`config.mk`:
```
export PLATFORM = sky130hd
export DESIGN_NAME = pipe_stall_ctrl
export DESIGN_NICKNAME = d
export VERILOG_FILES = /design/src/rtl/pipe_stall_ctrl.sv
export SDC_FILE = /design/constraint.sdc
export NUM_CORES = 1
export LEC_CHECK = 0
export BUFFER_PORTS_ARGS = -buffer_cell sky130_fd_sc_hd__buf_2
export CAP_MARGIN = 20
export CORE_MARGIN = 2
export CORE_UTILIZATION = 46
export DETAILED_ROUTE_END_ITERATION = 16
export GPL_ROUTABILITY_DRIVEN = 0
export PLACE_DENSITY_LB_ADDON = 0.1
export REMOVE_ABC_BUFFERS = 1
export SETUP_SLACK_MARGIN = 0.15
export SLEW_MARGIN = 5
export SYNTH_ARGS = -nofsm -noshare
export SYNTH_HDL_FRONTEND = slang
export SYNTH_SLANG_ARGS = --single-unit
```
`constraint.sdc`:
```
create_clock -name clk -period 3.29 [get_ports clk]
set_clock_uncertainty 0.05 [all_clocks]
set_input_delay 0.329 -clock clk [delete_from_list [all_inputs] [get_ports clk]]
set_output_delay 0.329 -clock clk [all_outputs]
set_load 0.02 [all_outputs]
```
`src/rtl/pipe_stall_ctrl.sv`:
```
// Central stall/flush controller: merges stage stall requests, sequences exception flushes
// (deferred while MEM waits on data SRAM), and tracks stall cycles plus a stuck-pipeline watchdog.
module pipe_stall_ctrl #(
    parameter logic [31:0] EXC_VECTOR = 32'hBFC00380,
    parameter int          TIMEOUT    = 1024
) (
    input  logic        clk,
    input  logic        rst,
    input  logic        stallreq_if,
    input  logic        stallreq_id,
    input  logic        stallreq_ex,
    input  logic        stallreq_mem,
    input  logic [31:0] excepttype_i,
    input  logic [31:0] cp0_epc_i,
    input  logic        perf_clr,
    output logic [5:0]  stall,
    output logic        flush,
    output logic [31:0] new_pc,
    output logic [31:0] stall_cycles,
    output logic        stall_timeout
);

    localparam logic [0:0]  IDLE       = 1'b0;
    localparam logic [0:0]  PEND       = 1'b1;
    localparam logic [31:0] EXC_ERET   = 32'h0000000E;
    localparam logic [5:0]  STALL_MEM  = 6'b011111;
    localparam logic [5:0]  STALL_EX   = 6'b001111;
    localparam logic [5:0]  STALL_ID   = 6'b000111;
    localparam logic [5:0]  STALL_IF   = 6'b000011;
    localparam logic [15:0] TIMEOUT_M1 = 16'(TIMEOUT - 1);

    logic [0:0]  state_q, state_d;
    logic [31:0] exctype_q, exctype_d;
    logic [31:0] target_q, target_d;
    logic [31:0] cyc_q, cyc_d;
    logic [15:0] consec_q, consec_d;
    logic        to_q, to_d;

    logic        exc;
    logic [31:0] exc_target;
    logic [5:0]  req_stall;
    logic [5:0]  stall_c;
    logic        flush_c;
    logic [31:0] new_pc_c;
    logic        stalled;

    assign exc        = |excepttype_i;
    assign exc_target = (excepttype_i == EXC_ERET) ? cp0_epc_i : EXC_VECTOR;

    always_comb begin
        if (stallreq_mem)     req_stall = STALL_MEM;
        else if (stallreq_ex) req_stall = STALL_EX;
        else if (stallreq_id) req_stall = STALL_ID;
        else if (stallreq_if) req_stall = STALL_IF;
        else                  req_stall = 6'b000000;
    end

    always_comb begin
        state_d   = state_q;
        exctype_d = exctype_q;
        target_d  = target_q;
        stall_c   = req_stall;
        flush_c   = 1'b0;
        new_pc_c  = 32'h0;
        case (state_q)
            IDLE: begin
                if (exc) begin
                    if (stallreq_mem) begin
                        // MEM is mid-access: hold everything and flush once the SRAM answers
                        stall_c   = STALL_MEM;
                        exctype_d = excepttype_i;
                        target_d  = exc_target;
                        state_d   = PEND;
                    end else begin
                        stall_c  = 6'b000000;
                        flush_c  = 1'b1;
                        new_pc_c = exc_target;
                    end
                end
            end
            PEND: begin
                if (stallreq_mem) begin
                    stall_c = STALL_MEM;
                end else begin
                    stall_c  = 6'b000000;
                    flush_c  = 1'b1;
                    new_pc_c = target_q;
                    state_d  = IDLE;
                end
            end
            default: state_d = IDLE;
        endcase
    end

    // Outputs are forced quiet for the whole time reset is held, not just from the next edge.
    assign stall         = rst ? 6'b000000 : stall_c;
    assign flush         = rst ? 1'b0 : flush_c;
    assign new_pc        = rst ? 32'h0 : new_pc_c;
    assign stall_cycles  = cyc_q;
    assign stall_timeout = to_q;

    assign stalled = stall[0] && !flush;

    always_comb begin
        cyc_d = cyc_q;
        if (perf_clr)                             cyc_d = 32'h0;
        else if (stall[0] && cyc_q != 32'hFFFFFFFF) cyc_d = cyc_q + 32'd1;

        consec_d = 16'h0;
        if (stalled) consec_d = (consec_q == 16'hFFFF) ? consec_q : consec_q + 16'd1;

        to_d = to_q | (stalled && consec_q >= TIMEOUT_M1);
    end

    always_ff @(posedge clk or posedge rst) begin
        if (rst) begin
            state_q   <= IDLE;
            exctype_q <= 32'h0;
            target_q  <= 32'h0;
            cyc_q     <= 32'h0;
            consec_q  <= 16'h0;
            to_q      <= 1'b0;
        end else begin
            state_q   <= state_d;
            exctype_q <= exctype_d;
            target_q  <= target_d;
            cyc_q     <= cyc_d;
            consec_q  <= consec_d;
            to_q      <= to_d;
        end
    end

endmodule

```
==> results.py, run 1 <==
metrics = {
    "run_status": {
        "status": "completed",
    },
    "clock_tree": {
        "h-tree-depth": 3,
        "cts_setup_buffers": 0,
        "cts.sinks": 82,
        "clock_latency_ns": 0.35,
        "clk_pin_slew_ns": 0.09,
        "post_cts_resize_count": 0,
        "cts_hold_buf": 0,
        "root_buffer": "clkbuf_8",
        "cts_tree": "yes",
        "cts_made_buffers": 9,
        "clockBufferDepth": 2,
    },
    "floorplan": {
        "die-area_mm2": 0.0104,
        "die_w_um": 102,
        "fp-row-count": 35,
        "num_io_pins": 143,
        "initial_core_util": 0.475,
        "die_y_um": 102,
        "core-area_mm2": 0.00928,
    },
    "placed_design": {
        "dpl.hpwl_um": 7920,
        "place_area_mm2": 0.00525,
        "place_worst_setup_slack_ns": 0.406,
        "io_buffers": 141,
    },
    "drt": {
        "drtAntennaViolNets": 0,
        "route.detailed.drc": 0,
        "wl_um": 11200,
        "vias": 4293,
        "wire_per_inst_um": 13.9,
        "dr.pass1.iters": 4,
        "drt_iter0_markers": 137,
        "via_per_inst": 5.35,
    },
    "synth": {
        "yosys_warnings": 0,
        "synth_edf_count": 0,
        "syn_area_mm2": 0.00441,
        "ys_types": 40,
        "seq_area_frac_synth": 0.465,
        "synth_ff_type": "dfrtp_1",
        "async_reset_ff_frac": 1.00,
        "syn_inst": 532,
        "synth_area_per_cell_um2": 8.30,
        "ys_ff_latch": 82,
    },
    "grt": {
        "grt_pass1_wl_um": 17700,
        "grt_max_degree": 83,
        "grt_usage": 0.214,
        "grt_overflow": 0,
        "antenna_found_initial": 0,
        "grt_pass1_vias": 3795,
    },
    "final_layout": {
        "area_growth_syn_to_layout_pct": 23.4,
        "layout.nets": 741,
        "layout_commonest_cell": "buf_2",
        "drive_gt1_frac": 0.269,
        "num_antenna_cells": 0,
        "fin_area_mm2": 0.00545,
        "nFillCells": 898,
        "layout_common_cells": "141 x buf_2, 105 x nand2_1, 87 x o21ai_0",
    },
    "critical_path": {
        "reg2reg_to": "stall_cycles[1]",
        "r2r_cells": 8,
        "critPathKind": "in -> out",
        "required_ns": 2.91,
        "crit_path_max_fanout": 12,
        "worstReg2RegStart": "stall_cycles[7]",
        "arrival_ns": 2.43,
        "path_cells": "buf_2 -> nor4_1 -> nand4_1 -> nor2_1 -> nand4_1 -> nor2_1 -> o21ai_0 -> buf_2",
        "worst_setup_path_start_kind": "primary input",
        "crit_slowest_cell": "nand4_1",
        "rrSetupSlack_ns": 0.68,
        "max_stage_delay_ns": 0.46,
        "critPathCaptureType": "primary output",
    },
    "timing": {
        "finalCriticalPeriod_ns": 2.81,
        "drv_slew": 0,
        "fin_crit_sh": 0.855,
        "setup_violations": 0,
        "worstMarginPinSlew_ns": 1.03,
        "hold_viol": 0,
        "slew_headroom": 0.314,
        "rsz0062_at_grt": "no",
        "fin_ws_ns": 0.478,
        "setup_tns_ns": 0,
        "fmax_mhz": 356,
    },
    "power": {
        "p_per_area_mw_per_mm2": 348,
        "p_leak_nw": 2.52,
        "ir_drop_uv": 200,
    },
    "flow_run": {
        "drv_cap": 0,
    },
    "min_path": {
        "hold_class": "in -> async",
    },
}
cells by family after synthesis:
kind of cell / after synthesis / share of synthesized area
AND/OR/NAND/NOR: 266 / 0.301
AO/OA/AOI/OAI: 127 / 0.152
flip-flops: 82 / 0.465
buffers and inverters: 35 / 0.0349
XOR/XNOR: 12 / 0.0238
multiplexers: 7 / 0.0170
adder cells (fa/ha/maj): 2 / 0.00567
other: 1 / 0.000850
cells in the mapped netlist (2+ instances only):
library cell	instances	area, um^2
nand2_1	105	394
o21ai_0	87	435
dfrtp_1	82	2050
nor2_1	48	180
a21oi_1	26	130
clkbuf_1	25	93.8
or3_1	21	131
nand3_1	18	90.1
nand4_1	12	75.1
nor3_1	10	50.1
or4_1	10	75.1
and3_1	9	56.3
and4_1	7	61.3
xnor2_1	7	61.3
nor4_1	6	37.5
o31ai_1	6	45.0
inv_1	5	18.8
xor2_1	5	43.8
and2_1	4	25.0
buf_4	4	30.0
mux2_2	4	45.0
nor2b_1	4	25.0
mux2i_1	3	30.0
nor4_2	3	37.5
nor4b_1	3	26.3
a31oi_1	2	12.5
ha_1	2	25.0
nor3b_1	2	15.0
registers in the layout (all words and copies together) (netlist names):
signal         flops
consec_q          16
target_q          32
stall_timeout      1
stall_cycles      32
state_q            1
how the worst max path moves through the flow:
stage | start | cells past startpoint | slack [ns] | end
6_report | excepttype_i[24] | 8 | 0.48 | new_pc[24]
4_1_cts | excepttype_i[24] | 8 | 0.43 | new_pc[24]
5_1_grt | excepttype_i[24] | 8 | 0.22 | new_pc[31]
2_1_floorplan | rst | 4 | -0.36 | new_pc[0]
3_5_place_dp | excepttype_i[24] | 8 | 0.41 | stall_cycles[28]
3_3_place_gp | excepttype_i[24] | 8 | 0.45 | stall_cycles[28]
per-layer routing:
metal | vias up | GRT usage | part of all wire
met4 | 0 | 0.0790 | 0.014
met1 | 2019 | 0.304 | 0.47
met5 | - | 0 | 0
met3 | 13 | 0.0315 | 0.055
li1 | 2150 | - | -
met2 | 111 | 0.336 | 0.47
layout make-up:
class                      count  area [um^2]  share of cell area
multi-input combinational    415         2210               0.406
sequential                    82         2050               0.377
timing repair buffer         155          831               0.153
tap                          129          161              0.0296
clock buffer                  12          145              0.0267
clock inverter                 4         27.5             0.00506
inverter                       5         20.0             0.00368
per-stage QoR:
stage          cells  hold WS, ns  utilization  power [mW]
3_5_place_dp     785        0.391        0.565        1.25
6_report         802       0.0655        0.587        1.90
4_1_cts          801        0.165        0.584        1.91
2_1_floorplan    502        0.342            -        1.15
5_1_grt          802       0.0851        0.587        1.98
3_3_place_gp     785        0.390        0.565        1.25
power breakdown:
group          internal (mW)  switching (mW)
logic                 0.0690           0.123
registers               1.03          0.0142
clock network          0.294           0.367
total                   1.39           0.504
critical path: cells and delay by family:
family,cells,cell delay [ns]
and+or+nand+nor,5,1.70
buffers and inverters,2,0.28
AOI/OAI and AO/OA,1,0.11
No activity file was read; power rests on OpenSTA's default activity.
==> run 2: changes to the inputs <==
--- a/config.mk
+++ b/config.mk
@@ -12,7 +12,6 @@
 export DETAILED_ROUTE_END_ITERATION = 16
 export GPL_ROUTABILITY_DRIVEN = 0
 export PLACE_DENSITY_LB_ADDON = 0.1
-export REMOVE_ABC_BUFFERS = 1
 export SETUP_SLACK_MARGIN = 0.15
 export SLEW_MARGIN = 5
 export SYNTH_ARGS = -nofsm -noshare
==> run 2 against run 1 <==
  * Sequential share of layout area is essentially flat
  * Register-to-register slack about the same
  * Routed wire length up 0.54%
  * Highest routed layer unchanged
  * First-iteration DRC count is 26% higher
  * Sequential power about the same
  * Core utilization is essentially flat
  * Clock-buffer cell count fell by 1
  * Fmax grew 2.2%
  * Setup slack improved by 0.060 ns
  * Hold slack better by 0.048 ns
==> results.py, run 2 (synthesis gave the netlist of run 1 again) <==
metrics = {
    "timing": {
        "fin_hold_ws_ns": 0.114,
        "setup_tns_ns": 0,
        "fin_ws_ns": 0.539,
        "hold_viol": 0,
        "drv_slew": 0,
        "worstMarginPinSlew_ns": 0.725,
        "fin_crit_sh": 0.836,
        "finalCriticalPeriod_ns": 2.75,
        "fmax_mhz": 363,
        "slew_headroom": 0.511,
        "setup_violations": 0,
        "rsz0062_at_grt": "no",
    },
    "final_layout": {
        "layout_common_cells": "141 x buf_2, 105 x nand2_1, 87 x o21ai_0",
        "layout_commonest_cell": "buf_2",
        "layout.nets": 735,
        "finish.utilization": 0.586,
        "area_growth_syn_to_layout_pct": 23.3,
        "fin_cells": 796,
        "fin_area_mm2": 0.00544,
        "nFillCells": 883,
        "drive_gt1_frac": 0.264,
        "num_antenna_cells": 0,
    },
    "floorplan": {
        "die_y_um": 102,
        "initial_core_util": 0.475,
        "fp-row-count": 35,
        "num_io_pins": 143,
        "die-area_mm2": 0.0104,
        "core-area_mm2": 0.00928,
        "die_w_um": 102,
    },
    "power": {
        "p_seq_frac": 0.518,
        "intPower_mw": 1.49,
        "power.total_mw": 2.01,
        "p_leak_nw": 2.50,
        "pwr-share-comb": 0.094,
        "ir_drop_uv": 241,
        "p_per_area_mw_per_mm2": 370,
        "p_clk_frac": 0.388,
        "swShare": 0.259,
        "p_switching_mw": 0.521,
    },
    "grt": {
        "grt_usage": 0.217,
        "antenna_found_initial": 0,
        "grt_overflow": 0,
        "grt_pass1_vias": 3983,
        "grt_pass1_wl_um": 18300,
        "grt_max_degree": 83,
    },
    "placed_design": {
        "place_worst_setup_slack_ns": 0.542,
        "placed_cells": 779,
        "place_area_mm2": 0.00520,
        "io_buffers": 141,
        "dpl.hpwl_um": 7840,
    },
    "critical_path": {
        "required_ns": 2.91,
        "worst_setup_path_start_kind": "primary input",
        "arrival_ns": 2.37,
        "reg2reg_to": "stall_cycles[13]",
        "worstReg2RegStart": "stall_cycles[0]",
        "critPathCaptureType": "primary output",
        "r2r_cells": 7,
        "critPathKind": "in -> out",
        "crit_path_max_fanout": 12,
        "rrSetupSlack_ns": 0.67,
    },
    "clock_tree": {
        "root_buffer": "clkbuf_8",
        "cts_tree": "yes",
        "cts.sinks": 82,
        "h-tree-depth": 3,
        "cts_hold_buf": 0,
        "cts_setup_buffers": 0,
        "post_cts_resize_count": 0,
        "clock_latency_ns": 0.35,
        "clockBufferDepth": 2,
        "cts_made_buffers": 9,
        "clk_pin_slew_ns": 0.09,
    },
    "drt": {
        "wl_um": 11200,
        "wire_per_inst_um": 14.1,
        "dr.pass1.iters": 4,
        "vias": 4342,
        "via_per_inst": 5.45,
        "drt_iter0_markers": 173,
        "route.detailed.drc": 0,
        "drtAntennaViolNets": 0,
    },
    "run_status": {
        "status": "completed",
    },
    "min_path": {
        "hold_class": "in -> async",
    },
    "synth": {
        "synth_nets": 605,
    },
    "flow_run": {
        "drv_cap": 0,
    },
}
==> run 2: changes by cell type in the layout (fill, tap and decap cells not counted) <==
cell | before | now
buf_4 | 13 | 7
clkbuf_1 | 2 | 0
clkinv_2 | 2 | 0
bufinv_16 | 0 | 1
clkbuf_8 | 10 | 11
clkinvlp_4 | 3 | 4
inv_6 | 0 | 1
or3_1 | 20 | 21
or3_2 | 1 | 0
==> run 2: worst max path at each step <==
| stage | start | to | depth (start not counted) |
|---|---|---|---|
| CTS | excepttype_i[20] | new_pc[28] | 8 |
| global route | excepttype_i[20] | new_pc[28] | 8 |
| floorplan | rst | new_pc[10] | 6 |
| global placement | excepttype_i[20] | new_pc[25] | 8 |
| finish | excepttype_i[20] | new_pc[28] | 8 |
| detailed placement | excepttype_i[20] | stall_cycles[23] | 8 |
==> run 2: layout make-up <==
type,instances,area [um^2],area share
sequential,82,2050,0.377
clock buffer,11,151,0.0278
inverter,5,22.5,0.00414
clock inverter,5,61.3,0.0113
tap,129,161,0.0297
timing repair buffer,149,786,0.144
multi-input combinational,415,2210,0.406
==> run 2: per-layer routing <==
metal  global-route usage  share of wire  routed length, um  vias to the layer above
li1                     -              -                  -                     2143
met2                0.359           0.50               5580                       97
met4               0.0554         0.0077                 86                        0
met1                0.298           0.45               5040                     2094
met5                    0              0                  0                        -
met3               0.0356          0.046                518                        8
==> run 2: power groups by stage <==
stage | sequential [mW] | combinational, mW | clock (mW)
6_report | 1.04 | 0.190 | 0.780
4_1_cts | 1.04 | 0.189 | 0.805
2_1_floorplan | 1.06 | 0.104 | 0
3_5_place_dp | 1.06 | 0.188 | 0
5_1_grt | 1.05 | 0.214 | 0.849
3_3_place_gp | 1.06 | 0.186 | 0
==> run 2: critical path, cell delays in order <==
cell and delay (ns):
buf_2 0.09, nor4_1 0.28, nand4_1 0.30, nor2_1 0.24, nand4_1 0.50, nor2_1 0.27, o21ai_0 0.16, buf_2 0.19
==> run 3: changes to the inputs <==
--- a/config.mk
+++ b/config.mk
@@ -5,10 +5,11 @@
 export SDC_FILE = /design/constraint.sdc
 export NUM_CORES = 1
 export LEC_CHECK = 0
+export ABC_AREA = 1
 export BUFFER_PORTS_ARGS = -buffer_cell sky130_fd_sc_hd__buf_2
 export CAP_MARGIN = 20
 export CORE_MARGIN = 2
-export CORE_UTILIZATION = 46
+export CORE_UTILIZATION = 54
 export DETAILED_ROUTE_END_ITERATION = 16
 export GPL_ROUTABILITY_DRIVEN = 0
 export PLACE_DENSITY_LB_ADDON = 0.1
==> constraint.sdc (replaced) <==
create_clock -name clk -period 2.8 [get_ports clk]
set_clock_uncertainty 0.05 [all_clocks]
set_input_delay 0.28 -clock clk [delete_from_list [all_inputs] [get_ports clk]]
set_output_delay 0.28 -clock clk [all_outputs]
set_load 0.02 [all_outputs]
==> run 3 against run 2 <==
  * Area after synthesis increased by 22%
  * Hold slack about the same
  * Total power up 26%
  * Sequential power increased by 20%
  * Global-route usage is 6.2 points higher
  * Register-to-register slack lost 0.04 ns
  * Non-clock buffer count is 2 higher
  * Routed wire length up 32%
  * Critical path type is now reg -> reg
  * Largest cell class unchanged
  * Highest routed layer unchanged
==> results.py, run 3 <==
metrics = {
    "drt": {
        "wl_um": 14800,
        "dr.pass1.iters": 5,
        "vias": 5803,
        "route.detailed.drc": 0,
        "drt_iter0_markers": 385,
        "via_per_inst": 5.47,
        "wire_per_inst_um": 13.9,
        "drtAntennaViolNets": 0,
    },
    "floorplan": {
        "core-area_mm2": 0.00973,
        "num_io_pins": 143,
        "die-area_mm2": 0.0107,
        "die_w_um": 104,
        "initial_core_util": 0.551,
        "fp-row-count": 36,
        "die_y_um": 104,
    },
    "grt": {
        "grt_overflow": 0,
        "grt_pass1_vias": 5514,
        "grt_usage": 0.279,
        "grt_max_degree": 50,
        "antenna_found_initial": 0,
        "grt_pass1_wl_um": 25200,
    },
    "power": {
        "p_seq_frac": 0.492,
        "intPower_mw": 1.83,
        "swShare": 0.281,
        "p_clk_frac": 0.359,
        "p_per_area_mw_per_mm2": 399,
        "pwr-share-comb": 0.148,
        "ir_drop_uv": 227,
        "p_switching_mw": 0.715,
        "p_leak_nw": 3.39,
    },
    "synth": {
        "syn_inst": 801,
        "synth_top_area_frac": 0.383,
        "synth_edf_count": 0,
        "syn_area_mm2": 0.00536,
        "synth_top_cell_by_area": "dfrtp_1",
        "yosysMostFrequentCell": "nand2_1",
        "async_reset_ff_frac": 1.00,
        "synthTopCellsByCount": "231 x nand2_1, 129 x nor2_1, 82 x dfrtp_1",
        "synth_nets": 874,
        "ys_types": 35,
        "yosys_warnings": 0,
        "synth_area_per_cell_um2": 6.70,
        "seq_area_frac_synth": 0.383,
        "ys_ff_latch": 82,
        "synth_ff_type": "dfrtp_1",
        "synth.area.top_cells": "dfrtp_1 38%, nand2_1 16%, nor2_1 9.0%",
    },
    "timing": {
        "setup_tns_ns": 0,
        "drv_slew": 0,
        "fmax_mhz": 461,
        "rsz0062_at_grt": "no",
        "fin_crit_sh": 0.775,
        "finalCriticalPeriod_ns": 2.17,
        "setup_violations": 0,
        "worstMarginPinSlew_ns": 0.765,
        "slew_headroom": 0.489,
        "hold_viol": 0,
    },
    "critical_path": {
        "path_cells": "ha_1 -> nand2_1 -> nor2_2 -> nand2_1 -> inv_2 -> nand2_2 -> nor2_4 -> nand4_4 -> nand3_4 -> nand3_1 -> nand2_1",
        "required_ns": 3.04,
        "cp_common_cell": "nand2_1",
        "worst_setup_path_start_kind": "flop",
        "crit_slowest_cell": "dfrtp_1",
        "crit_path_max_fanout": 32,
        "critPathCaptureType": "flop",
        "arrival_ns": 2.41,
        "max_stage_delay_ns": 0.44,
        "critPathKind": "reg -> reg",
    },
    "min_path": {
        "hold_class": "in -> reg",
    },
    "run_status": {
        "status": "completed",
    },
    "placed_design": {
        "placed_cells": 1045,
        "io_buffers": 141,
        "dpl.hpwl_um": 10500,
    },
    "clock_tree": {
        "cts_made_buffers": 9,
        "h-tree-depth": 3,
        "root_buffer": "clkbuf_8",
        "clockBufferDepth": 2,
        "post_cts_resize_count": 0,
        "cts_hold_buf": 0,
        "cts_setup_buffers": 0,
        "clock_latency_ns": 0.35,
        "cts_tree": "yes",
        "cts.sinks": 82,
        "clk_pin_slew_ns": 0.09,
    },
    "final_layout": {
        "fin_cells": 1061,
        "layout_commonest_cell": "nand2_1",
        "num_antenna_cells": 0,
        "layout_common_cells": "230 x nand2_1, 141 x buf_2, 128 x nor2_1",
        "drive_gt1_frac": 0.205,
        "layout.nets": 996,
        "area_growth_syn_to_layout_pct": 18.7,
    },
    "flow_run": {
        "drv_cap": 0,
    },
}
==> run 3: cell families after synthesis <==
kind of cell | after synthesis | synth area share
AO/OA/AOI/OAI | 78 | 0.0842
other | 1 | 0.000699
flip-flops | 82 | 0.383
XOR/XNOR | 24 | 0.0392
adder cells (fa/ha/maj) | 2 | 0.00466
buffers and inverters | 124 | 0.0954
AND/OR/NAND/NOR | 490 | 0.393
==> run 3: area by class of cell <==
| type | count | area, um^2 |
|---|---|---|
| fill | 942 | 3360 |
| multi-input combinational | 595 | 2820 |
| sequential | 82 | 2050 |
| timing repair buffer | 151 | 793 |
| inverter | 84 | 319 |
| clock buffer | 13 | 169 |
| tap | 133 | 166 |
| clock inverter | 3 | 46.3 |
==> run 3: metrics by stage <==
stage          utilization  worst slack [ns]  cell area, um^2  hold slack (ns)  total power, mW
2_1_floorplan            -             0.231             5380            0.377             1.52
3_3_place_gp         0.632             0.762             6150            0.412             1.64
3_5_place_dp         0.632             0.674             6150            0.416             1.65
4_1_cts              0.655             0.645             6370            0.107             2.56
5_1_grt              0.655             0.431             6370            0.126             2.66
6_report             0.655             0.629             6370            0.114             2.54
==> run 3: power by group through the flow <==
stage                     combinational (mW)  sequential (mW)  clock, mW
after global routing                   0.423             1.26      0.977
final                                  0.378             1.25      0.914
after CTS                              0.379             1.25      0.930
after detailed placement               0.377             1.27          0
after global placement                 0.367             1.27          0
after floorplan                        0.247             1.27          0
==> run 3: final timing paths <==
kind	depth (start not counted)	slack (ns)	to	startpoint
setup / recovery	11	0.63	stall_cycles[13]	stall_cycles[0]
hold / removal	3	0.11	target_q[27]	cp0_epc_i[27]
setup reg to reg	11	0.63	stall_cycles[13]	stall_cycles[0]
hold reg to reg	2	0.44	target_q[18]	target_q[18]
max in group asynchronous	3	1.68	stall_cycles[28]	rst
min in group asynchronous	3	0.49	target_q[28]	rst
==> run 3: critical path, delay by kind of cell (launching register included) <==
family / cells / cell delay, ns
fa+ha+maj: 1 / 0.26
buf+inv: 1 / 0.11
flops: 1 / 0.44
simple gates: 9 / 1.24
==> run 3: layer usage <==
layer	GRT usage	vias to the layer above	share of wire	wire, um
li1	-	2800	-	-
met1	0.377	2748	0.44	6460
met2	0.466	232	0.48	7120
met3	0.0365	23	0.065	957
met4	0.0927	0	0.017	258
met5	0	-	0	0
